File: config.mk
export PLATFORM = sky130hd
export DESIGN_NAME = row_mac_sequencer
export DESIGN_NICKNAME = d
export VERILOG_FILES = /design/src/rtl/row_mac_sequencer.sv
export SDC_FILE = /design/constraint.sdc
export NUM_CORES = 1
export LEC_CHECK = 0
export ABC_AREA = 1
export ABC_CLOCK_PERIOD_IN_PS = 4300
export CORE_ASPECT_RATIO = 1.5
export CORE_MARGIN = 5
export CORE_UTILIZATION = 30
export DETAILED_ROUTE_END_ITERATION = 7
export GPL_TIMING_DRIVEN = 0
export PLACE_DENSITY_LB_ADDON = 0.12
export SLEW_MARGIN = 20
export SYNTH_ARGS = -nofsm -noshare
export SYNTH_HDL_FRONTEND = slang
export SYNTH_SLANG_ARGS = --single-unit
File: constraint.sdc
create_clock -name clk -period 4.3 [get_ports clk]
set_input_delay 0.43 -clock clk [delete_from_list [all_inputs] [get_ports clk]]
set_output_delay 0.43 -clock clk [all_outputs]
set_load 0.1 [all_outputs]
File: src/rtl/row_mac_sequencer.sv
// Matrix x vector stage: pops a size x size matrix from a FIFO and emits one dot product per row.
// Optional result clamping is enabled by defining ROW_MAC_SAT_EN.
module row_mac_sequencer #(
    parameter int DW    = 8,
    parameter int N     = 4,
    parameter int RES_W = 16
) (
    input  logic                   clk,
    input  logic                   rst,
    input  logic                   start,
    input  logic [$clog2(N+1)-1:0] mat_size,
    input  logic                   vec_wr,
    input  logic [$clog2(N)-1:0]   vec_idx,
    input  logic [DW-1:0]          vec_data,
    input  logic                   fifo_empty,
    input  logic [DW-1:0]          fifo_data,
    output logic                   fifo_pop,
    output logic                   res_valid,
    output logic [RES_W-1:0]       res_data,
    output logic [$clog2(N)-1:0]   res_idx,
    output logic                   res_sat,
    output logic                   busy,
    output logic                   done
);
    localparam int ACC_W = 2*DW + $clog2(N);
    localparam int SW    = $clog2(N+1);
    localparam int IW    = $clog2(N);
    localparam int PW    = 2*SW;

    typedef enum logic [1:0] {S_IDLE, S_RUN, S_DRAIN, S_DONE} state_t;

    state_t           state;
    logic [SW-1:0]    size_r;
    logic [PW-1:0]    pops;
    logic [PW-1:0]    total;
    logic [IW-1:0]    col, row, col_d, row_d;
    logic             pop_d;
    logic [DW-1:0]    vec [N];
    logic [ACC_W-1:0] acc, prod, sum;
    logic             last_col, last_col_d;
    logic [RES_W-1:0] res_next;
    logic             sat_next;

    always_comb begin
        total      = PW'(size_r) * PW'(size_r);
        fifo_pop   = (state == S_RUN) && !fifo_empty && (pops < total);
        last_col   = (SW'(col)   == size_r - SW'(1));
        last_col_d = (SW'(col_d) == size_r - SW'(1));
        prod       = ACC_W'(fifo_data) * ACC_W'(vec[col_d]);
        // Column 0 restarts the row sum instead of clearing acc separately.
        sum        = ((col_d == '0) ? '0 : acc) + prod;
`ifdef ROW_MAC_SAT_EN
        sat_next   = (sum > ACC_W'({RES_W{1'b1}}));
        res_next   = sat_next ? '1 : sum[RES_W-1:0];
`else
        sat_next   = 1'b0;
        res_next   = sum[RES_W-1:0];
`endif
    end

    assign busy = (state != S_IDLE);

    always_ff @(posedge clk or posedge rst) begin
        if (rst) begin
            state     <= S_IDLE;
            size_r    <= '0;
            pops      <= '0;
            col       <= '0;
            row       <= '0;
            col_d     <= '0;
            row_d     <= '0;
            pop_d     <= 1'b0;
            acc       <= '0;
            res_valid <= 1'b0;
            res_data  <= '0;
            res_idx   <= '0;
            res_sat   <= 1'b0;
            done      <= 1'b0;
            for (int unsigned i = 0; i < N; i++) vec[i] <= '0;
        end else begin
            res_valid <= 1'b0;
            done      <= 1'b0;
            pop_d     <= fifo_pop;

            if (vec_wr && state == S_IDLE) vec[vec_idx] <= vec_data;

            if (fifo_pop) begin
                col_d <= col;
                row_d <= row;
                pops  <= pops + PW'(1);
                if (last_col) begin
                    col <= '0;
                    row <= row + IW'(1);
                end else begin
                    col <= col + IW'(1);
                end
            end

            if (pop_d) begin
                acc <= sum;
                if (last_col_d) begin
                    res_valid <= 1'b1;
                    res_data  <= res_next;
                    res_idx   <= row_d;
                    res_sat   <= sat_next;
                end
            end

            case (state)
                S_IDLE: begin
                    if (start) begin
                        size_r <= mat_size;
                        pops   <= '0;
                        col    <= '0;
                        row    <= '0;
                        state  <= S_RUN;
                    end
                end
                S_RUN: begin
                    if (total == '0) begin
                        state <= S_DONE;
                        done  <= 1'b1;
                    end else if (fifo_pop && pops == total - PW'(1)) begin
                        state <= S_DRAIN;
                    end
                end
                S_DRAIN: begin
                    // pop_d low means the final element has already been folded into acc.
                    if (!pop_d) begin
                        state <= S_DONE;
                        done  <= 1'b1;
                    end
                end
                default: state <= S_IDLE;
            endcase
        end
    end
endmodule

# After elaboration in Yosys (flattened, before gate mapping)
# Index checks and enable logic that the tools add are counted.
[word_totals] ff_bits=90 in_bits=26 mem_bits_ro=0 ram_bits=0 latch_bits=0 memories=0
[op_classes] n_bitwise=2 n_reduce_logical=13 shift=0 eq_ne=8 addsub=6 n_mux=28 div=0 mul=2 n_lt_le_gt_ge=4
[ops] op="$bwmux 32" count=1
[ops] op="$mux 2" count=12
[ops] op="$mux 8" count=3
[ops] op="$add 18x16->18" count=1
[ops] op="$mux 18" count=1
[ops] op="$mux 6" count=3
[ops] op="$bmux 8 s2" count=1
[ops] op="$demux 8 s2" count=1
[ops] op="$mul 8x8->16" count=1
[ops] op="$add 6x1->6 const B" count=1
[ops] op="$eq 2x3->1" count=2
[ops] op="$eq 6x6->1" count=1
[ops] op="$ge 3x3->1 const B" count=2
[ops] op="$logic_not 6->1" count=1
[ops] op="$lt 6x6->1" count=1
[ops] op="$mul 3x3->6" count=1
[ops] op="$not 2->3" count=2
[ops] op="$pmux 2 s3" count=1
[ops] op="$sub 6x1->6 const B" count=1
[ops] op="$logic_and 1x1->1" count=5
[ops] op="$add 2x1->2 const B" count=2
[ops] op="$logic_not 2->1" count=2
[ops] op="$mux 1" count=4
[ops] op="$ne 2x2->1 const B" count=2
[ops] op="10 further kinds" count=11

# Logic depth before layout (Yosys ltp)
# Gate-level depths: netlist (run 1).
[depth] word_depth=7 mapped_depth=25 mapped_depth_nobuf=22

# Worst setup path before layout (run 1)
# OpenSTA, ideal clock, no wires.
[synth_path] kind="register -> register" start="register col_d[0]" end="register res_data[15]" setup_slack_ns=-0.193 path_stages_with_launch=25 setup_time_ns=0.120 arrival_ns=4.374 path_buffers=3 path_cell_list="dfrtp_1 buf_4 inv_2 buf_6 buf_4 nand2_1 nand3_1 nand2_1 inv_2 nand2_1 fa_1 inv_1 fa_1 inv_1 fa_1 fa_1 inv_1 ha_1 a21oi_1 o21ai_0 nand3_1 nand3_1 nand2b_2 nand3_1 nand2_1"
[synth_between] elab_chain_len=6 word_cells_on_any_way=10 classes_between="1 x add/sub; 1 x mul; 1 x eq/ne; 4 x mux; 1 x bitwise; 2 x reduce/logical"
[synth_rtl] element="start: declaration" line_no="36" text="logic [IW-1:0] col, row, col_d, row_d;"
[synth_rtl] element="start signal: assignment" line_no="88" text="col_d <= col;"
[synth_rtl] element="$not 2->3 (implied by the code)" line_no="49" text="prod = ACC_W'(fifo_data) * ACC_W'(vec[col_d]);"
[synth_rtl] element="$bmux 8 s2" line_no="49"
[synth_rtl] element="$mux 8 (implied by the code) (2 in a row)" line_no="49"
[synth_rtl] element="$mul 8x8->16" line_no="49"
[synth_rtl] element="$add 18x16->18" line_no="51" text="sum = ((col_d == '0) ? '0 : acc) + prod;"
[synth_rtl] element="end signal: assignment" line_no="103" text="res_data <= res_next;"
[synth_rtl] element="end: declaration" line_no="19" text="output logic [RES_W-1:0] res_data,"
# Parallel ways exist; a longest one is shown, timed or not. The select of a mux whose other input is x is not followed.
# A chain may end at the register's enable or synchronous reset.

# Final worst setup path (run 1)
[layout_path] start="input port fifo_data[6]" end="register acc[8]"
[layout_between] elab_chain_len=2
[layout_rtl] element="start: declaration" line_no="16" text="input logic [DW-1:0] fifo_data,"
[layout_rtl] element="$mul 8x8->16" line_no="49"
[layout_rtl] element="$add 18x16->18" line_no="51"
[layout_rtl] element="end signal: assignment" line_no="100" text="acc <= sum;"
[layout_rtl] element="end: declaration" line_no="39" text="logic [ACC_W-1:0] acc, prod, sum;"
# No other way between the ends.

==> impl_results.md, run 1 <==
* Post-synth EDFFs at 0
* Peak fanout along the critical path at 5
* Core Area at 22380 um^2
* Critical Path RT at between 4 and 5 ns
* First-pass GRT wire length at 31730 um
* Status: complete, but fails checks
* H-Tree Depth at 3
* Dominant synthesized flop cell: dfrtp_1
* Final worst slack at -0.1889 ns
* Final Critical Period at ~4.5 ns
* Ys async rst share at 100.0%
* Final Max Slew Viols at 0
* Die Y at 194.4 um
* Setup crit end kind: flip-flop
* Layout cells sized above 1 at 24.54%
* Syn nets at slightly below 1000
* Synth Area in Simple Gates at 23.78%
* Adder-cell share of the synthesized area at 23.92%
* R2R Path End: acc[8]$_DFFE_PP0P_
* Clock sink count at 88
* Aggregate routed wire length at ~19000 um
* Vias at 5787
* Startpoint Class: input pin
* Die Span X at 132.9 um
* CTS buffer count at 9
* Total gr overflow at 0
* Clock skew at between 0.005 and 0.006 ns
* Ports at 49
* YS warnings at 0
* Clock transition at the registers of the reported paths at 0.07 ns
* Avg Vias per Cell at 4.630
* Post-route antenna net violation count at 0
* Largest family of logic cells by synthesized area: adder cells
* Pre-CTS WS at -0.7321 ns
* R2R Setup Slk at -0.19 ns
* Final Cycle Share at 104.4%
* TritonRoute pass-1 iters at 7
* Seq/Total Area, Yosys at approximately 32%
* Post-synthesis mux area share at 0%
* CP Data Arrival Time at 4.71 ns
* CTS tree: built
* WL/cell at 15.48 um
* Final nets at 1095
* RD Place Congestion at 0.8236
* Die area at 25840 um^2
* Row cnt at between 60 and 70
* Area grow syn2layout at 35.52%
* Flops & latches, synth at 88
* Dpl hpwl at 14910 um
* XOR/XNOR Fraction of Synth Area at ~1.4%
* Syn Area/Cell at 7.824 um^2
* GRT Total Usage at 15.51%
* Cell Area, Synth at 6799 um^2
* Initial antenna violation count at 0
* Reg2Reg Depth at 20
* RR Startpoint: col_d[0]$_DFFE_PP0P_
* Failing checks: negative setup slack
* DR DRC count at 0
* Starting DRT DRC Count at 270
* Initial core utilization at a little under a third
* # diodes at 0
* Post-synth cell types at 36
* CTS root buf: clkbuf_16
* Count of final setup violators at 16
* RSZ-0062 raised after global routing: yes
* CTS Buffer Depth at 2
* Worst hold path type: in -> async
* Critical path start-end classification: in -> reg
* IO Port Bufs at 47
* Post-Syn Instances at 869
* Slew margin rel. at 34.92%
* Slew @ Worst Pin at a little under 1 ns
* Largest net degree at the start of global routing at 47
* Hold Vio Cnt, Final at 0
* Clk_lat worst skew at 0.34 ns
* Max frequency at 0.2228 GHz
* MaxCap Viol Count at 0
* Compound-Gate Fraction of Synth Area at 7.692%
* Vias in the first global route at between 6000 and 7000
[critical path, stage by stage]
cell and delay (ns):
clkdlybuf4s50_1 0.65, inv_1 0.23, nor2_4 0.15, fa_1 0.44, fa_1 0.53, inv_2 0.04, fa_1 0.48, fa_1 0.60
inv_2 0.06, ha_4 0.28, a21oi_4 0.18, a21boi_4 0.21, inv_2 0.05, or2_4 0.26, nand3_2 0.05, o21ai_1 0.06
[registers in the layout (all words and copies together), names as in the netlist, 3 cells and up]
signal,count
res_data,16
vec,32
pops,6
size_r,3
acc,16
[kinds of logic (layout without fill, tap and decap cells)]
kind of cell | Yosys count | count (layout)
buffers and inverters | 181 | 286
other | 1 | 1
DFF | 88 | 88
xor gates and xnor gates | 11 | 11
and+or+nand+nor | 390 | 390
adders and majority gates | 100 | 100
AOI/OAI and AO/OA | 98 | 98
[placed cells by master, fill, tap and decap left out, drive strengths merged, types with 3 or more instances in the layout]
| cell | instances |
|---|---|
| nand4 | 6 |
| buf | 57 |
| nand2 | 234 |
| inv | 164 |
| ha | 50 |
| dfrtp | 88 |
| fa | 50 |
| xnor2 | 3 |
| o21ai | 63 |
| nor3 | 5 |
| a21oi | 25 |
| clkbuf | 13 |
| clkdlybuf4s50 | 47 |
| xor2 | 8 |
| nand3 | 59 |
| nor2 | 83 |
[area by class of cell]
type / count / area [um^2]
clock buffer: 12 / 256.5
tap: 276 / 345.3
sequential: 88 / 2203
multi-input combinational: 600 / 4661
inverter: 164 / 653.1
timing repair inverter: 1 / 8.758
clock inverter: 4 / 76.32
timing repair buffer: 89 / 869.6
fill: 2259 / 13170
buffer: 16 / 140.1
[worst max-delay path by stage]
stage	start	cells after the start	end
2_1_floorplan	col_d[0]$_DFFE_PP0P_	20	acc[9]$_DFFE_PP0P_
5_1_grt	col_d[0]$_DFFE_PP0P_	21	res_data[11]$_DFFE_PP0P_
3_3_place_gp	col_d[1]$_DFFE_PP0P_	17	acc[9]$_DFFE_PP0P_
6_report	fifo_data[6]	16	acc[8]$_DFFE_PP0P_
4_1_cts	col_d[0]$_DFFE_PP0P_	23	acc[11]$_DFFE_PP0P_
3_5_place_dp	col_d[0]$_DFFE_PP0P_	20	acc[9]$_DFFE_PP0P_
[through the flow]
stage	TNS [ns]	hold slack [ns]	utilization, %	cell area [um^2]	cells
6_report	-2.005	0.4762	41.17	9214	1250
5_1_grt	-4.955	0.5037	41.17	9214	1250
3_5_place_dp	-11.49	0.4709	34.68	7762	1193
3_3_place_gp	-27.60	0.4665	34.54	7730	1192
4_1_cts	-2.329	0.4843	39.10	8752	1233
2_1_floorplan	-0.003062	0.4491	-	6914	869
[cell usage after synthesis (2+ instances only)]
master / instances / share of area (%)
o211ai_1: 2 / 0.22
o21ai_0: 55 / 4.0
a21oi_1: 24 / 1.8
fa_1: 50 / 15
buf_6: 3 / 0.50
buf_2: 8 / 0.59
xnor2_1: 3 / 0.39
nand2_2: 6 / 0.55
buf_4: 5 / 0.55
xor2_1: 8 / 1.0
nor2_1: 81 / 4.5
dfrtp_1: 88 / 32
nor2_4: 2 / 0.33
o21ai_1: 8 / 0.59
nand3_1: 58 / 4.3
ha_1: 50 / 9.2
nor3_1: 4 / 0.29
inv_1: 157 / 8.7
nand2_1: 228 / 13
a21o_1: 2 / 0.22
inv_2: 7 / 0.39
nand4_1: 6 / 0.55
[routing by layer]
| layer | global-route usage, % | up-vias | part of all wire, % |
|---|---|---|---|
| li1 | - | 2868 | - |
| met1 | 18.50 | 2803 | 41 |
| met2 | 28.50 | 94 | 54 |
| met3 | 1.862 | 22 | 2.2 |
| met4 | 5.354 | 0 | 2.5 |
| met5 | 0 | - | 0 |
[timing repair]
action,CTS,global route
buffers inserted,23,17
hold buffers,0,0
gates resized for setup,124,91
pin swaps,77,60
cloned,1,1
endpoints found under the setup margin,22,22
Power of run 1 is not shown: default switching activity piles up to over one toggle a cycle in this logic, so the estimate is an artifact.
==> inputs of run 2 (changes only) <==
CAP_MARGIN = 25   (was not set)
CTS_CLUSTER_DIAMETER = 200   (was not set)
==> results of run 2 <==
Same layout as run 1: the final DEF is identical, and so are final timing and power.
Power of run 2 is left out for the same reason.
